===== src/rtl/rf_defs.sv =====
// Shared constants and helpers for the multi-port bypassed register file.
package rf_defs;

  localparam int unsigned DefWidth = 16;
  localparam int unsigned DefNregs = 8;
  localparam int unsigned MaxNread = 4;

  // Ceiling log2, never below 1 so a select bus always has at least one bit.
  function automatic int unsigned clog2(input int unsigned n);
    int unsigned r;
    r = 1;
    while ((32'd1 << r) < n) begin
      r = r + 1;
    end
    return r;
  endfunction

endpackage


===== src/rtl/rf_mp_array.sv =====
// Register storage with two prioritised write ports and NREAD raw read muxes.
module rf_mp_array
  import rf_defs::*;
#(
  parameter int unsigned WIDTH = DefWidth,
  parameter int unsigned NREGS = DefNregs,
  parameter int unsigned NREAD = 2,
  parameter int unsigned SELW  = clog2(NREGS)
) (
  input  logic                   clk_i,
  input  logic                   rst_i,
  input  logic                   we0_i,
  input  logic [SELW-1:0]        wsel0_i,
  input  logic [WIDTH-1:0]       wdata0_i,
  input  logic                   we1_i,
  input  logic [SELW-1:0]        wsel1_i,
  input  logic [WIDTH-1:0]       wdata1_i,
  input  logic [NREAD*SELW-1:0]  rsel_i,
  output logic [NREAD*WIDTH-1:0] rdata_o
);

  logic [WIDTH-1:0] regs_q [NREGS];
  logic [WIDTH-1:0] regs_d [NREGS];

  // Next state: port 1 overrides port 0; selects >= NREGS match no entry and are dropped.
  always_comb begin
    for (int r = 0; r < NREGS; r++) begin
      regs_d[r] = regs_q[r];
      if (we0_i && (wsel0_i == SELW'(r))) regs_d[r] = wdata0_i;
      if (we1_i && (wsel1_i == SELW'(r))) regs_d[r] = wdata1_i;
    end
  end

  // Storage update with synchronous clear; writes in a reset cycle are lost.
  always_ff @(posedge clk_i) begin
    for (int r = 0; r < NREGS; r++) begin
      if (rst_i) begin
        regs_q[r] <= '0;
      end else begin
        regs_q[r] <= regs_d[r];
      end
    end
  end

  // Raw read muxes; an unmatched (out-of-range) select reads zero.
  always_comb begin
    rdata_o = '0;
    for (int p = 0; p < NREAD; p++) begin
      for (int r = 0; r < NREGS; r++) begin
        if (rsel_i[p*SELW +: SELW] == SELW'(r)) begin
          rdata_o[p*WIDTH +: WIDTH] = regs_q[r];
        end
      end
    end
  end

endmodule


===== src/rtl/rf_bypass_mp.sv =====
// Multi-port register file with write-to-read bypass, range checks and optional registered read.
module rf_bypass_mp
  import rf_defs::*;
#(
  parameter int unsigned WIDTH     = DefWidth,
  parameter int unsigned NREGS     = DefNregs,
  parameter int unsigned NREAD     = 2,
  parameter int unsigned SYNC_READ = 0,
  localparam int unsigned SELW     = clog2(NREGS)
) (
  input  logic                   clk,
  input  logic                   rst,
  input  logic [NREAD*SELW-1:0]  readregsel,
  output logic [NREAD*WIDTH-1:0] readdata,
  input  logic                   write0,
  input  logic [SELW-1:0]        write0regsel,
  input  logic [WIDTH-1:0]       write0data,
  input  logic                   write1,
  input  logic [SELW-1:0]        write1regsel,
  input  logic [WIDTH-1:0]       write1data,
  output logic                   err
);

  logic [NREAD*WIDTH-1:0] raw_data;
  logic [NREAD*WIDTH-1:0] byp_data;
  logic [NREAD-1:0]       rd_oor;
  logic [SELW-1:0]        sel;

  rf_mp_array #(
    .WIDTH (WIDTH),
    .NREGS (NREGS),
    .NREAD (NREAD),
    .SELW  (SELW)
  ) u_array (
    .clk_i    (clk),
    .rst_i    (rst),
    .we0_i    (write0),
    .wsel0_i  (write0regsel),
    .wdata0_i (write0data),
    .we1_i    (write1),
    .wsel1_i  (write1regsel),
    .wdata1_i (write1data),
    .rsel_i   (readregsel),
    .rdata_o  (raw_data)
  );

  // Per-port bypass: range check first, then port 1, port 0, stored value; no bypass in reset.
  always_comb begin
    byp_data = '0;
    rd_oor   = '0;
    sel      = '0;
    for (int p = 0; p < NREAD; p++) begin
      sel = readregsel[p*SELW +: SELW];
      if (32'(sel) >= NREGS) begin
        rd_oor[p]                  = 1'b1;
        byp_data[p*WIDTH +: WIDTH] = '0;
      end else if (!rst && write1 && (sel == write1regsel)) begin
        byp_data[p*WIDTH +: WIDTH] = write1data;
      end else if (!rst && write0 && (sel == write0regsel)) begin
        byp_data[p*WIDTH +: WIDTH] = write0data;
      end else begin
        byp_data[p*WIDTH +: WIDTH] = raw_data[p*WIDTH +: WIDTH];
      end
    end
  end

  // Error flag: same-destination writes, out-of-range write or read selects; masked in reset.
  always_comb begin
    err = 1'b0;
    if (!rst) begin
      err = (write0 && write1 && (write0regsel == write1regsel)) ||
            (write0 && (32'(write0regsel) >= NREGS)) ||
            (write1 && (32'(write1regsel) >= NREGS)) ||
            (|rd_oor);
    end
  end

  if (SYNC_READ != 0) begin : g_sync_read
    logic [NREAD*WIDTH-1:0] rd_q;
    logic [NREAD*WIDTH-1:0] rd_d;

    // Register the bypassed result so it reflects state after the current edge.
    always_comb begin
      rd_d = byp_data;
    end

    // Output register with synchronous clear.
    always_ff @(posedge clk) begin
      if (rst) begin
        rd_q <= '0;
      end else begin
        rd_q <= rd_d;
      end
    end

    assign readdata = rd_q;
  end else begin : g_comb_read
    assign readdata = byp_data;
  end

endmodule

===== config.mk =====
export PLATFORM = sky130hd
export DESIGN_NAME = rf_bypass_mp
export DESIGN_NICKNAME = d
export VERILOG_FILES = /design/src/rtl/rf_defs.sv /design/src/rtl/rf_mp_array.sv /design/src/rtl/rf_bypass_mp.sv
export SDC_FILE = /design/constraint.sdc
export NUM_CORES = 1
export LEC_CHECK = 0
export CORE_ASPECT_RATIO = 0.75
export CORE_UTILIZATION = 42
export CTS_CLUSTER_SIZE = 10
export DETAILED_ROUTE_END_ITERATION = 6
export GPL_ROUTABILITY_DRIVEN = 0
export GPL_TIMING_DRIVEN = 0
export PLACE_DENSITY = 0.64
export SLEW_MARGIN = 25
export SYNTH_ARGS = -nofsm -noshare
export SYNTH_HDL_FRONTEND = slang
export SYNTH_SLANG_ARGS = --single-unit

===== constraint.sdc =====
create_clock -name clk -period 4.3 [get_ports clk]
set_input_delay 0.86 -clock clk [delete_from_list [all_inputs] [get_ports clk]]
set_output_delay 0.86 -clock clk [all_outputs]
set_load 0.005 [all_outputs]

==> impl_metrics.toml <==
[floorplan]
core_area_um2 = 20400
die_h_um = 128
die_area_um2 = 21600
rows = 45
die_w_um = 169
ios = 81
initial_core_util_pct = 43.2

[clock_network]
numCtsBuffers = 17
cts_root_buffer = "clkbuf_16"
clk_latency_ns = 0.44
cts_tree = "yes"
holdBufCountCts = 0
path_clk_slew_ns = 0.06
clock_sinks = 128
cts_max_level = 4
clock_path_buffers = 2

[global_routing]
antenna_found_initial = 0
grt_start_max_net_pins = 17
gr-usage-all-layers_pct = 35.9
grt_pass1_wl_um = 55700
grt_pass1_vias = 8366
overflow = 0

[run]
drv_cap = 0

[synthesis]
synth_nets = 1039
synth_area_um2 = 8820
synthArstFlopShare_pct = 0
ys_warn_count = 0
synth_ff_type = "dfxtp_1"
seq_area_frac_synth_pct = 29.0
synth.distinct_cells = 47
synthCells = 991
ys_ff_latch = 128
synth-edff-count = 0
syn_area_per_cell_um2 = 8.90

[critical_path]
arrival_ns = 3.48
worstPathMaxFanout = 10
r2r_start = "u_array.regs_q[1][11]$_SDFFE_PP0P_"
crit_path_start_kind = "input pin"
slowest_delay_ns = 0.63
crit_top_cell = "clkdlybuf4s50_1"
path_cells = "clkdlybuf4s50_1 -> buf_4 -> inv_1 -> nand2_1 -> o22ai_1 -> o32ai_1 -> o21ai_0 -> clkdlybuf4s50_1"
worstSetupStartpoint = "readregsel[1]"
worst-setup-path-type = "input pin to output port"
cp-end-kind = "output port"
slowest_stage = "clkdlybuf4s50_1"
worstPathRequired_ns = 3.44
crit_buf_inv = 4
crit_family = "buffers and inverters"

[final_layout]
fin_cells = 1350
largest_reg_flops = 128
areaGrowthSynthToFinish_pct = 16.3
top_register = "u_array.regs_q"
drive_above_1_share_pct = 15.7
fin_nets = 1103
reg.largest.list = "u_array.regs_q: 128 flops"
diodes = 0

[route]
vias = 9133
vias_per_cell = 6.77
highest_layer = "met4"
totalWireLength_um = 38500
drt-initial-drc-count = 1700
drc = 0
antenna_left = 0
dr.pass1.iters = 6
m1WireLength_um = 15600
wl_met2_um = 15300
wl_per_cell_um = 28.5
dr_wl_met3_um = 5870

[sta]
fin_crit_sh_pct = 101
hold_viol = 0
maxSlewViolCount = 0
holdWs_ns = 0.576
worst_slew_pin_slew_ns = 1.11
rsz0062_at_grt = "no"
period_needed_ns = 4.34
setup_viol = 1
setup_slack_ns = -0.0352
relSlewSlack_pct = 25.7
fin_worst_skew_ns = 0
fmax_mhz = 231

[placement]
portBuffers = 39
place_hpwl_um = 25800
pre_cts_slack_ns = -0.355
dp_cells = 1312

[run_status]
outcome = "finished, violations left"
violations = "negative setup slack"

[min_path]
worstHoldStart = "u_array.regs_q[2][3]$_SDFFE_PP0P_"
min_path_type = "flop to flop"

[pwr]
cellLeakagePower_nw = 4.02
total_power_w = 0.00349
ir_drop_mv = 0.290
powerDensity_nw_per_um2 = 340
## stage by stage
step | utilization [%] | instance area, um^2 | TNS, ns
floorplan | - | 8820 | 0
global placement | 46.8 | 9570 | -6.63
finish | 50.2 | 10300 | -0.0352
global route | 50.2 | 10300 | 0
CTS | 49.9 | 10200 | 0
detailed placement | 46.8 | 9570 | -6.53
## final timing paths
check,end,slack [ns],depth (start not counted)
setup / recovery,readdata[15],-0.04,8
hold / removal,u_array.regs_q[2][3]$_SDFFE_PP0P_,0.58,2
setup reg to reg,u_array.regs_q[1][11]$_SDFFE_PP0P_,3.41,4
hold reg to reg,u_array.regs_q[2][3]$_SDFFE_PP0P_,0.58,2
## tightest hold or removal path: stages, from the launching register on
cell      delay (ns)
dfxtp_1         0.32
mux2i_1         0.13
a211oi_1        0.08
## where the power goes
group          internal, W  switching, W  leakage (nW)
logic             0.000277      0.000390          2.70
clock network     0.000877      0.000645         0.283
registers          0.00125     0.0000514          1.04
total              0.00240       0.00109          4.02
## cells in the final DEF (no fill, tap or decap), types with 13 or more instances in the layout
cell | netlist | routed
a211oi_1 | 124 | 124
buf_2 | 32 | 26
buf_4 | 19 | 29
clkbuf_1 | 60 | 53
clkbuf_16 | 0 | 17
clkdlybuf4s50_1 | 0 | 39
dfxtp_1 | 128 | 128
mux2i_1 | 154 | 154
mux4_2 | 41 | 41
nand2_1 | 74 | 73
nand3_1 | 14 | 14
nor2_1 | 140 | 140
o21ai_0 | 31 | 31
o21ai_1 | 32 | 32
o22ai_1 | 13 | 13
## area by class of cell
| type | instances | area, um^2 |
|---|---|---|
| multi-input cells | 728 | 5580 |
| plain buffers | 129 | 709 |
| inverters | 6 | 22.5 |
| clock buffers | 18 | 439 |
| clock inverters | 14 | 158 |
| flip-flops and latches | 128 | 2560 |
| repair buffers | 45 | 435 |
| fillers | 1931 | 10200 |
| well taps | 282 | 353 |
## cells in the mapped netlist (8+ instances only)
cell	count	area (um^2)
buf_6	8	90.1
buf_4	19	143
nand3_1	14	70.1
nor2_1	140	526
o21ai_1	32	160
o21ai_0	31	155
nand2_1	74	278
a211oi_1	124	931
mux2i_1	154	1540
xnor2_1	8	70.1
o22ai_1	13	81.3
clkbuf_1	60	225
dfxtp_1	128	2560
buf_2	32	160
mux4_2	41	923
buf_1	8	30.0
nor2b_1	12	75.1
## per-layer routing
layer  vias to the layer above  track usage, %
met3                       157            13.4
met5                         -               0
li1                       3787               -
met2                       801            49.2
met1                      4388            49.7
met4                         0            15.7
## kinds of logic (layout without fill, tap and decap cells)
family | Yosys count | count (layout) | synth area share [%]
AND/OR/NAND/NOR | 264 | 264 | 13.2
AO/OA/AOI/OAI | 245 | 245 | 19.2
multiplexers | 204 | 204 | 29.1
buffers and inverters | 135 | 212 | 8.00
flip-flops | 128 | 128 | 29.0
XOR/XNOR | 15 | 15 | 1.49
## repair_timing
action / 4_1_cts / 5_1_grt
resized for setup: 13 / 5
endpoints found under the setup margin: 32 / 26
pin swaps: 1 / 3
gates cloned: 0 / 0
buffers inserted: 0 / 6
Note: power is estimated with default switching activity, not from simulation.
==> edit (same flow settings) <==
Add an input register stage for `write1data`, without a reset; this delays it by one clock. The other inputs are not delayed to match.
--- a/src/rtl/rf_bypass_mp.sv
+++ b/src/rtl/rf_bypass_mp.sv
@@ -21,6 +21,12 @@
   output logic                   err
 );
 
+  logic [WIDTH-1:0] write1data_q;
+
+  always_ff @(posedge clk) begin
+    write1data_q <= write1data;
+  end
+
   logic [NREAD*WIDTH-1:0] raw_data;
   logic [NREAD*WIDTH-1:0] byp_data;
   logic [NREAD-1:0]       rd_oor;
@@ -39,7 +45,7 @@
     .wdata0_i (write0data),
     .we1_i    (write1),
     .wsel1_i  (write1regsel),
-    .wdata1_i (write1data),
+    .wdata1_i (write1data_q),
     .rsel_i   (readregsel),
     .rdata_o  (raw_data)
   );
@@ -55,7 +61,7 @@
         rd_oor[p]                  = 1'b1;
         byp_data[p*WIDTH +: WIDTH] = '0;
       end else if (!rst && write1 && (sel == write1regsel)) begin
-        byp_data[p*WIDTH +: WIDTH] = write1data;
+        byp_data[p*WIDTH +: WIDTH] = write1data_q;
       end else if (!rst && write0 && (sel == write0regsel)) begin
         byp_data[p*WIDTH +: WIDTH] = write0data;
       end else begin
Behaviour: not the same (Yosys sat finds a counterexample within 4 cycles, from zero or initial values).
==> edit against the unedited design <==
- the run ends with DRC left
- design area is 4.7% higher
- setup slack better by 0.11 ns
- sequential cell count is 16 higher
- combinational power hardly changed
- worst hold slack worse by 0.0065 ns
- power is 3.7% higher
- sequential power is 12% higher
- critical path depth is 1 lower
- synthesized area is 4.8% higher
- wire length is 4.4% lower
- die area is 4.8% higher
- highest routed layer is now met5
==> edit: results (changes against the unedited design) <==
GRT Total Usage - 32.9% (-3.0 points)
vias in the first global route - 8,107 (-3.1%)
DRC errors left - 2 (+2)
post-place setup slack - -0.106 ns (+0.248 ns)
crit path DAT - 3.36 ns (-0.12 ns)
worst reg2reg path endpoint - u_array.regs_q[1][31]
failing checks - DRC
Reg-to-Reg Start - write1data_q[15]
worst-margin pin slew - 1.06 ns (-0.0535 ns)
most instantiated cells after synthesis - mux2i_1 (164), dfxtp_1 (144), nor2_1 (135)
PortBufs - 54 (+38%)
first-pass GRT wire length - 53.7 mm (-3.6%)
fmax - 237 MHz (+2.6%)
Area contributors post-synth - dfxtp_1 (31%), mux2i_1 (18%), mux4_2 (13%)
Critical Path Start - write1
R2R cell count - 3 (-1)
Largest regs - u_array.regs_q: 128 flops, write1data_q: 16 flops
initial detailed-routing violation count - 1,369 (-19%)
VDD IR max - 0.306 mV (+5.4%)
fin nets - 1,086 (-1.5%)
Pre-antenna DRT Iters - 7 (+1)
share of cells above drive strength 1 - 16.7% (+0.92 points)
DP Wirelength - 24.1 mm (-6.8%)
Worst Setup EP - readdata[5]
Setup Skew - 0.0118 ns (+0.0118 ns)
status - finished, violations left
-- edit: changes by cell type in the layout (fill, tap and decap cells not counted), moves of 12 or more --
cell / delta
dfxtp_1: +16
buf_4: -14
clkdlybuf4s50_1: +15
mux4_2: +12
o21ai_0: +23
clkbuf_1: -14
o21ai_1: -26
-- edit: how the worst min path moves through the flow --
stage,slack [ns],cells after the start,endpoint,start
final,0.57,2,u_array.regs_q[2][12],u_array.regs_q[2][12]
after global routing,0.59,2,u_array.regs_q[1][3],u_array.regs_q[1][3]
after CTS,0.57,2,u_array.regs_q[1][3],u_array.regs_q[1][3]
after detailed placement,0.55,2,u_array.regs_q[1][3],u_array.regs_q[1][3]
after global placement,0.55,2,u_array.regs_q[1][15],u_array.regs_q[1][15]
after floorplan,0.53,2,u_array.regs_q[0][17],u_array.regs_q[0][17]
-- edit: metrics by stage --
step	setup TNS [ns]	hold slack, ns	power, uW	cells
6_report	0	0.570	3610	1339
5_1_grt	-0.000142	0.586	3710	1339
4_1_cts	0	0.569	3580	1339
3_5_place_dp	-0.344	0.550	2130	1307
3_3_place_gp	-0.495	0.547	2120	1307
2_1_floorplan	0	0.527	1880	965
-- edit: cells by family after synthesis --
logic type | share of synthesized area [%]
flip-flops | 31.2
XOR/XNOR | 1.42
AO/OA/AOI/OAI | 15.5
buffers and inverters | 9.38
multiplexers | 30.8
AND/OR/NAND/NOR | 11.8
-- edit: worst max-delay path: stages --
cell	delay, ns
clkdlybuf4s50_1	0.63
nand2b_1	0.19
nor4_2	0.47
clkbuf_4	0.41
nand2_1	0.09
o21ai_0	0.14
clkdlybuf4s50_1	0.56
-- edit: area by class of cell --
class,count,area [um2]
plain buffers,126,885
clock buffers,17,425
clock inverters,15,141
fillers,2029,10600
inverters,1,3.75
multi-input cells,694,5500
flip-flops and latches,144,2880
well taps,288,360
repair buffers,54,541
-- edit: report_power, final --
part | total, uW | internal, uW | switching [uW]
Clock | 1490 | 771 | 722
Combinational | 669 | 303 | 366
Sequential | 1450 | 1400 | 50.7
Total | 3610 | 2480 | 1140
-- edit: metal layers --
metal / share of wire (%) / GRT usage [%] / routed length, um
met5: 0.084 / 1.04 / 31
met4: 3.8 / 13.4 / 1410
met3: 14 / 11.2 / 5290
met2: 41 / 48.0 / 15200
met1: 41 / 44.3 / 15000
-- edit: repair_timing --
item	in CTS	in global routing
pin swaps	0	0
gates resized for setup	5	13
hold buffers	0	0
setup endpoints to repair	5	12
